===== src/rtl/painterengine_gpu_reader_pkg.sv =====
`default_nettype none
// ============================================================================
//  Module      : painterengine_gpu_reader_pkg
//  Description : Shared state codes, AXI constants and the 4 KB boundary
//                helper for the GPU display-stage read DMA.
//  Revision    : 1.0 - initial release
// ============================================================================
package painterengine_gpu_reader_pkg;

    // Debug-visible state codes; o_wire_state exposes these numerically.
    typedef enum logic [3:0] {
        ST_IDLE  = 4'd0,
        ST_ADDR  = 4'd1,
        ST_DATA  = 4'd2,
        ST_DONE  = 4'd3,
        ST_ERROR = 4'd4
    } state_e;

    localparam logic [1:0]  AXI_BURST_INCR = 2'b01;
    localparam logic [1:0]  AXI_RESP_OKAY  = 2'b00;
    localparam logic [2:0]  AXI_SIZE_4B    = 3'b010;
    localparam int unsigned BOUNDARY_BYTES = 4096;

    // True when a burst of 'words' 32-bit beats starting at page offset
    // 'offset' would run past the end of its 4 KB page. The sum is widened
    // so a huge word count cannot wrap back under the limit.
    function automatic logic crosses_boundary(input logic [11:0] offset,
                                              input logic [31:0] words);
        logic [34:0] end_byte;
        end_byte = {23'd0, offset} + {1'b0, words, 2'b00};
        return end_byte > 35'(BOUNDARY_BYTES);
    endfunction

endpackage
`default_nettype wire


===== src/rtl/painterengine_gpu_reader.sv =====
`default_nettype none
// ============================================================================
//  Module      : painterengine_gpu_reader
//  Description : AXI4 single-INCR-burst read master. One burst per reset
//                release; returned words are streamed to the display FIFO
//                with one cycle of registered latency. Reports done/error.
//  Revision    : 1.0 - initial release
// ============================================================================
module painterengine_gpu_reader
    import painterengine_gpu_reader_pkg::*;
#(
    parameter int MAX_BURST      = 64,
    parameter bit BOUNDARY_CHECK = 1'b1
) (
    input  logic        i_wire_clock,
    input  logic        i_wire_resetn,
    input  logic [31:0] i_wire_address,
    input  logic [31:0] i_wire_length,
    output logic        o_wire_done,
    output logic        o_wire_error,
    output logic [31:0] o_wire_data,
    output logic        o_wire_data_valid,
    input  logic        i_wire_data_next,
    output logic [31:0] o_wire_m_axi_araddr,
    output logic [7:0]  o_wire_m_axi_arlen,
    output logic [2:0]  o_wire_m_axi_arsize,
    output logic [1:0]  o_wire_m_axi_arburst,
    output logic        o_wire_m_axi_arvalid,
    input  logic        i_wire_m_axi_arready,
    input  logic [31:0] i_wire_m_axi_rdata,
    input  logic [1:0]  i_wire_m_axi_rresp,
    input  logic        i_wire_m_axi_rlast,
    input  logic        i_wire_m_axi_rvalid,
    output logic        o_wire_m_axi_rready,
    output logic [31:0] o_wire_state
);

    state_e      state_q;
    logic [8:0]  beat_cnt_q;
    logic        drain_q;       // ERROR entered mid-burst and rlast not yet seen
    logic        done_q;
    logic        error_q;
    logic        data_valid_q;
    logic [31:0] data_q;
    logic [31:0] araddr_q;
    logic [7:0]  arlen_q;
    logic        arvalid_q;

    logic        cross_boundary;
    logic        len_bad;
    logic        addr_bad;
    logic        rready_comb;
    logic        beat_fire;
    logic        last_beat;
    logic        beat_ok;

    generate
        if (BOUNDARY_CHECK) begin : g_bound_chk
            assign cross_boundary = crosses_boundary(i_wire_address[11:0], i_wire_length);
        end else begin : g_no_bound_chk
            assign cross_boundary = 1'b0;
        end
    endgenerate

    assign len_bad   = i_wire_length > 32'(MAX_BURST);
    assign addr_bad  = i_wire_address[1:0] != 2'b00;
    assign beat_fire = i_wire_m_axi_rvalid & rready_comb;
    assign last_beat = beat_cnt_q == {1'b0, arlen_q};
    // A beat is clean only with OKAY and rlast exactly on the final beat.
    assign beat_ok   = (i_wire_m_axi_rresp == AXI_RESP_OKAY) &&
                       (i_wire_m_axi_rlast == last_beat);

    // RREADY follows the sink while streaming, and is forced high while
    // draining an aborted burst so the interconnect is never left stuck.
    always_comb begin
        rready_comb = 1'b0;
        case (state_q)
            ST_DATA:  rready_comb = i_wire_data_next;
            ST_ERROR: rready_comb = drain_q;
            default:  rready_comb = 1'b0;
        endcase
    end

    // Control FSM with beat counter and registered output stage.
    always_ff @(posedge i_wire_clock or negedge i_wire_resetn) begin
        if (!i_wire_resetn) begin
            state_q      <= ST_IDLE;
            beat_cnt_q   <= 9'd0;
            drain_q      <= 1'b0;
            done_q       <= 1'b0;
            error_q      <= 1'b0;
            data_valid_q <= 1'b0;
            data_q       <= 32'd0;
            araddr_q     <= 32'd0;
            arlen_q      <= 8'd0;
            arvalid_q    <= 1'b0;
        end else begin
            data_valid_q <= 1'b0;
            case (state_q)
                ST_IDLE: begin
                    if (i_wire_length == 32'd0) begin
                        state_q <= ST_DONE;
                        done_q  <= 1'b1;
                    end else if (addr_bad || len_bad || cross_boundary) begin
                        state_q <= ST_ERROR;
                        error_q <= 1'b1;
                        drain_q <= 1'b0;
                    end else begin
                        state_q   <= ST_ADDR;
                        araddr_q  <= i_wire_address;
                        arlen_q   <= i_wire_length[7:0] - 8'd1;
                        arvalid_q <= 1'b1;
                    end
                end
                ST_ADDR: begin
                    if (i_wire_m_axi_arready) begin
                        arvalid_q <= 1'b0;
                        state_q   <= ST_DATA;
                    end
                end
                ST_DATA: begin
                    if (beat_fire) begin
                        beat_cnt_q <= beat_cnt_q + 9'd1;
                        if (!beat_ok) begin
                            // Faulty beat is dropped; keep draining unless it was the last.
                            state_q <= ST_ERROR;
                            error_q <= 1'b1;
                            drain_q <= !i_wire_m_axi_rlast;
                        end else begin
                            data_q       <= i_wire_m_axi_rdata;
                            data_valid_q <= 1'b1;
                            if (last_beat) begin
                                state_q <= ST_DONE;
                                done_q  <= 1'b1;
                            end
                        end
                    end
                end
                ST_ERROR: begin
                    if (beat_fire && i_wire_m_axi_rlast) begin
                        drain_q <= 1'b0;
                    end
                end
                default: begin
                    // DONE: hold until the next reset.
                end
            endcase
        end
    end

    assign o_wire_done          = done_q;
    assign o_wire_error         = error_q;
    assign o_wire_data          = data_q;
    assign o_wire_data_valid    = data_valid_q;
    assign o_wire_m_axi_araddr  = araddr_q;
    assign o_wire_m_axi_arlen   = arlen_q;
    assign o_wire_m_axi_arsize  = AXI_SIZE_4B;
    assign o_wire_m_axi_arburst = AXI_BURST_INCR;
    assign o_wire_m_axi_arvalid = arvalid_q;
    assign o_wire_m_axi_rready  = rready_comb;
    assign o_wire_state         = {28'd0, state_q};

endmodule
`default_nettype wire


===== config.mk =====
export PLATFORM = sky130hd
export DESIGN_NAME = painterengine_gpu_reader
export DESIGN_NICKNAME = d
export VERILOG_FILES = /design/src/rtl/painterengine_gpu_reader_pkg.sv /design/src/rtl/painterengine_gpu_reader.sv
export SDC_FILE = /design/constraint.sdc
export NUM_CORES = 1
export LEC_CHECK = 0
export BUFFER_PORTS_ARGS = -buffer_cell sky130_fd_sc_hd__buf_2
export CAP_MARGIN = 20
export CORE_AREA = 2 2 95 115
export DETAILED_ROUTE_END_ITERATION = 16
export DIE_AREA = 0 0 97 117
export HOLD_SLACK_MARGIN = 0.02
export PLACE_DENSITY = 0.82
export SYNTH_ARGS = -nofsm -noshare
export SYNTH_HDL_FRONTEND = slang
export SYNTH_SLANG_ARGS = --single-unit

===== constraint.sdc =====
create_clock -name i_wire_clock -period 2.6 [get_ports i_wire_clock]
set_input_delay 0.13 -clock i_wire_clock [delete_from_list [all_inputs] [get_ports i_wire_clock]]
set_output_delay 0.13 -clock i_wire_clock [all_outputs]
set_load 0.03 [all_outputs]

### Word level (Yosys, flattened, before mapping)

Cells that the tools add are included.

| storage, ports and cells | value |
|---|---|
| register bits | 90 |
| output and inout bits | 114 |
| word-level logic and storage cells | 86 |

| cells by class | value |
|---|---|
| add/subtract/negate cells | 3 |
| order comparisons | 2 |
| equal/unequal tests | 16 |
| muxes and demuxes | 31 |
| bitwise operators | 3 |
| reductions and logical operators | 21 |

Operators by type and width:

| kind | count |
|---|---|
| 12-bit by 34-bit adder with 35-bit output | 1 |
| 35-bit by 13-bit greater-than comparator with 1-bit output, second input constant | 1 |
| 32-bit by 7-bit greater-than comparator with 1-bit output, second input constant | 1 |
| 32-bit logical NOT | 1 |
| 2-bit != test, second input constant | 10 |
| 1-bit two-way mux | 19 |
| 4-bit two-way mux | 4 |
| 4-bit case mux with 3 select lines | 1 |
| 5-bit AND reduction | 2 |
| 9-bit by 1-bit adder with 9-bit output, second input constant | 1 |
| 9-bit by 8-bit equality test with 1-bit output | 1 |
| 1-bit case mux with 2 select lines | 4 |
| 4-bit AND reduction | 2 |
| 8-bit by 1-bit subtractor with 8-bit output, second input constant | 1 |
| 3-bit two-way mux | 2 |
| 3-bit AND reduction | 2 |
| 6-bit AND reduction | 1 |
| 2-bit nonzero test | 3 |
| 3-bit nonzero test | 2 |
| 4-bit by 1-bit equality test with 1-bit output, second input constant | 1 |
| 4-bit by 2-bit equality test with 1-bit output, second input constant | 1 |
| 4-bit by 3-bit equality test with 1-bit output, second input constant | 1 |
| 4-bit logical NOT | 1 |
| 3-bit != test, second input constant | 1 |
| 9 further kinds | 12 |

### Longest topological paths before layout

| depth | value |
|---|---|
| depth in word-level cells | 6 |
| mapped depth | 10 |
| gate-level depth less buffers | 9 |

### Least setup slack after synthesis

No wires, ideal clock.

| timing | value |
|---|---|
| path kind | reg2reg |
| start point | register state_q[1] |
| end point | register data_q[0], in the netlist o_wire_data[0] |
| setup time | 0.125 ns |
| data arrival time | 2.624 ns |
| setup slack | -0.149 ns |
| cell stages (with the launch flop) | 9 |
| clock period less this slack | 2.749 ns |
| path through | dfrtp_1 > clkbuf_1 > nand3b_1 > a21oi_1 > nand2_1 > nor2_1 > nand3_1 > clkbuf_1 > mux2_2 |

| between the ends | value |
|---|---|
| word-level cells in the longest chain between the ends | 4 |
| elaborated cells on any way between the ends | 5 |

Ends and longest elaborated chain:

| element | line | RTL |
|---|---|---|
| start: declaration | painterengine_gpu_reader.sv:38 | `state_e state_q;` |
| start signal: assignment | painterengine_gpu_reader.sv:87 | `state_q <= ST_IDLE;` |
| start signal: assignment | painterengine_gpu_reader.sv:102 | `state_q <= ST_DONE;` |
| start signal: assignment | painterengine_gpu_reader.sv:105 | `state_q <= ST_ERROR;` |
| 4-bit by 3-bit equality test with 1-bit output or 4-bit by 2-bit equality test with 1-bit output (tied branches) | painterengine_gpu_reader.sv:77 | `case (state_q)` |
| 1-bit case mux with 2 select lines (*) | painterengine_gpu_reader.sv:77 |  |
| named net o_wire_m_axi_rready | painterengine_gpu_reader.sv:34 | `output logic o_wire_m_axi_rready,` |
| 1-bit bitwise AND (*) | painterengine_gpu_reader.sv:67 | `assign beat_fire = i_wire_m_axi_rvalid & rready_comb;` |
| 3-bit AND reduction (no line) (*) | - |  |
| end signal: assignment | painterengine_gpu_reader.sv:130 | `data_q <= i_wire_m_axi_rdata;` |
| end: declaration | painterengine_gpu_reader.sv:44 | `logic [31:0] data_q;` |

Mark *: on every way through the listed nets, which the timed path passes. The rest lies on a longest branch.
A chain may end at the register's enable or synchronous reset.

### Worst setup path in the final report

| timing | value |
|---|---|
| start point | input i_wire_address[2] |
| end point | register araddr_q[5], in the netlist o_wire_m_axi_araddr[5] |

| between the ends | value |
|---|---|
| word-level cells in the longest chain between the ends | 5 |

Ends and longest elaborated chain:

| element | line | RTL |
|---|---|---|
| start: declaration | painterengine_gpu_reader.sv:17 | `input logic [31:0] i_wire_address,` |
| 12-bit by 34-bit adder with 35-bit output | painterengine_gpu_reader_pkg.sv:30 | `end_byte = {23'd0, offset} + {1'b0, words, 2'b00};` |
| 35-bit by 13-bit greater-than comparator with 1-bit output | painterengine_gpu_reader_pkg.sv:31 | `return end_byte > 35'(BOUNDARY_BYTES);` |
| 1-bit logical OR | painterengine_gpu_reader.sv:104 | `end else if (addr_bad \|\| len_bad \|\| cross_boundary) begin` |
| 1-bit NOT (no line) | - |  |
| 3-bit AND reduction (no line) | - |  |
| end signal: assignment | painterengine_gpu_reader.sv:110 | `araddr_q <= i_wire_address;` |
| end: declaration | painterengine_gpu_reader.sv:45 | `logic [31:0] araddr_q;` |

Every way passes these cells.

==> flow_metrics.tcl <==
set metrics [dict create \
    grt_pass1_vias 3718 \
    fillers 856 \
    setup_viol 0 \
    numPortBuffers 183 \
    synth_area_um2 4831 \
    worstPathMaxFanout 24 \
    cp_data_arrival_time_ps 2690 \
    ys.flop_type "dfrtp_1" \
    mostFrequentLayoutCells "buf_2, dfrtp_1, mux2_4" \
    gp_congestion 0.8089 \
    met2RoutedLength_um 5708 \
    critPathRequiredTime_ps 2810 \
    ys_seq_area_share_pct 46.10 \
    syn_area_per_cell_um2 12.23 \
    dieWidth_um 97 \
    power.density_nw_per_um2 508.9 \
    cts.root.buffer_cell "clkbuf_16" \
    final_layout_size_suffix_gt1_share_pct 48.60 \
    finalHoldViolations 0 \
    clock_path_buffers 2 \
    timing.fmax_mhz 403.1 \
    ant_nets 0 \
    layout.nets 723 \
    hold_ws_ps 26.47 \
    p_leak_nw 3.593 \
    crit_type "in -> reg" \
    totalWireLength_um 10990 \
    status "finished clean" \
    async_reset_ff_share_pct 100.0 \
    cts_max_level 3 \
    grt_pass1_wl_um 17380 \
    floorplan.initialDensity_pct 46.85 \
    timing.final.crit_share_pct 95.42 \
    cts.sinks 89 \
    grt.total_usage_pct 19.05 \
    top_layer "met4" \
    rsz0062_at_grt "false" \
    ys_ff_latch 89 \
    cts_tree "built" \
    core_um2 10310 \
    drcViolationCount 0 \
    synth_edf_count 0 \
    vias 3684 \
    vdd_drop_max_mv 0.3075 \
    max_slew.worst_pin.slew_ps 487.1 \
    critPathSlowestCell "a2111oi_0" \
    cp_cell_sequence "buf_2 -> ha_1 -> fa_2 -> a2111oi_0 -> nand4b_1 -> a41o_1 -> nor4_4 -> a31oi_4 -> buf_12 -> mux2_4" \
    endpoint_kind "flip-flop" \
    yosys_warnings 0 \
    antenna_cells 0 \
    netlist_instances 395 \
    num_rows 41 \
    dp.cells 711 \
    synthDistinctLibCells 54 \
    hold_class "in -> reg" \
    final_max_slew_viol_count 0 \
    cts_buffers 9 \
    drv_cap 0 \
    fin_cells 738 \
    path_clk_slew_ps 70 \
    tns_ps 0 \
    worstSkewPairLatency_ps 330 \
    post-route-min-period_ps 2481 \
    routedWlPerCell_um 14.89 \
    drt-pass1-iter-count 4 \
    syn2layout_area_growth_pct 29.86 \
    startpoint_type "input port" \
    die-height_um 117 \
    slowest_delay_ps 490 \
    grt_max_degree 90 \
    io_pins 218 \
    grt_overflow 0 \
    final_util_pct 60.84 \
    finClkSkew_ps 9.180 \
    dieArea_um2 11350 \
    wl_met3_um 631 \
    antenna_found_initial 0 \
    p_total_mw 3.193 \
    hpwl_um 8324 \
    first_iter_violations 133 \
    mostFrequentLayoutCell "buf_2" \
    met1Wirelength_um 4346 \
    max-slew-margin-rel_pct 66.69 \
    post_drt_via_cell_ratio 4.992 \
]
-- worst max-delay path, delay by kind of cell --
| kind | cells | cell delay, ps |
|---|---|---|
| buffers and inverters | 2 | 320 |
| AOI/OAI and AO/OA | 3 | 910 |
| muxes | 1 | 320 |
| and+or+nand+nor | 2 | 370 |
| adders and majority gates | 2 | 630 |
-- cell families after synthesis --
logic type / Yosys count / synth area share, %
buffers and inverters: 54 / 7.459
AOI/OAI and AO/OA: 45 / 6.916
DFF: 89 / 46.10
other: 2 / 0.1555
adders and majority gates: 14 / 3.782
xor gates and xnor gates: 26 / 4.714
muxes: 72 / 19.53
and+or+nand+nor: 93 / 11.34
-- power breakdown --
part | switching (mW) | internal (mW)
registers | 0.0400 | 1.42
clock network | 0.535 | 0.651
logic | 0.327 | 0.218
total | 0.902 | 2.29
-- final timing paths --
kind	startpoint	end	slack [ps]	cells past startpoint
min	i_wire_m_axi_rdata[5]	o_wire_data[5]	30	2
min in group asynchronous	i_wire_resetn	o_wire_data[23]	230	2
max	i_wire_address[2]	o_wire_m_axi_araddr[5]	120	10
max in group asynchronous	i_wire_resetn	drain_q	1750	3
min reg2reg	o_wire_done	o_wire_done	460	1
max reg2reg	beat_cnt_q[0]	o_wire_data[29]	190	7
-- per-stage QoR --
| step | worst slack (ps) | cell area, um^2 |
|---|---|---|
| floorplan | 50.07 | 4955 |
| global placement | -188.2 | 5857 |
| detailed placement | -324.5 | 5857 |
| CTS | 44.93 | 6226 |
| global route | 12.98 | 6274 |
| finish | 119.0 | 6274 |
-- metal layers --
layer,GRT usage (%),vias to the layer above
li1,-,1765
met1,22.67,1751
met2,33.80,144
met3,3.266,24
met4,9.484,0
met5,0,-
-- layout make-up --
class	instances	area, um^2	share of cell area [%]
Sequential cell	89	2227	35.50
Inverter	10	37.54	0.5983
Multi-Input combinational cell	284	2374	37.83
Tap cell	129	161.4	2.573
Timing Repair Buffer	211	1205	19.21
Clock inverter	5	40.04	0.6382
Clock buffer	10	229.0	3.650
-- flip-flops by register name, summed over array words and instances (netlist names) --
signal and cells:
o_wire_error 1, o_wire_m_axi_arvalid 1, o_wire_m_axi_arlen 8, o_wire_data 32, o_wire_m_axi_araddr 32, beat_cnt_q 9, state_q 3, o_wire_data_valid 1
o_wire_done 1, drain_q 1
-- cells in the mapped netlist, drive strengths merged, types with 4 or more instances --
| cell | n | area share, % |
|---|---|---|
| a211o | 4 | 0.73 |
| a21o | 4 | 0.62 |
| a21oi | 10 | 1.1 |
| buf | 38 | 6.2 |
| clkbuf | 6 | 0.47 |
| dfrtp | 89 | 46 |
| ha | 13 | 3.4 |
| inv | 10 | 0.78 |
| mux2 | 70 | 19 |
| nand2 | 19 | 1.5 |
| nand3 | 10 | 1.0 |
| nand3b | 7 | 1.1 |
| nand4 | 6 | 0.78 |
| nor2 | 16 | 1.2 |
| nor3 | 6 | 0.62 |
| nor4 | 9 | 1.9 |
| o21ai | 5 | 0.52 |
| xnor2 | 13 | 2.4 |
| xor2 | 13 | 2.4 |
-- timing repair --
action | 4_1_cts | 5_1_grt
setup endpoints to repair | 0 | 64
hold endpoints to repair | 10 | 20
hold buffers | 10 | 1
buffers inserted | 0 | 0
gates resized for setup | 0 | 3
No activity file was read; power rests on OpenSTA's default activity.
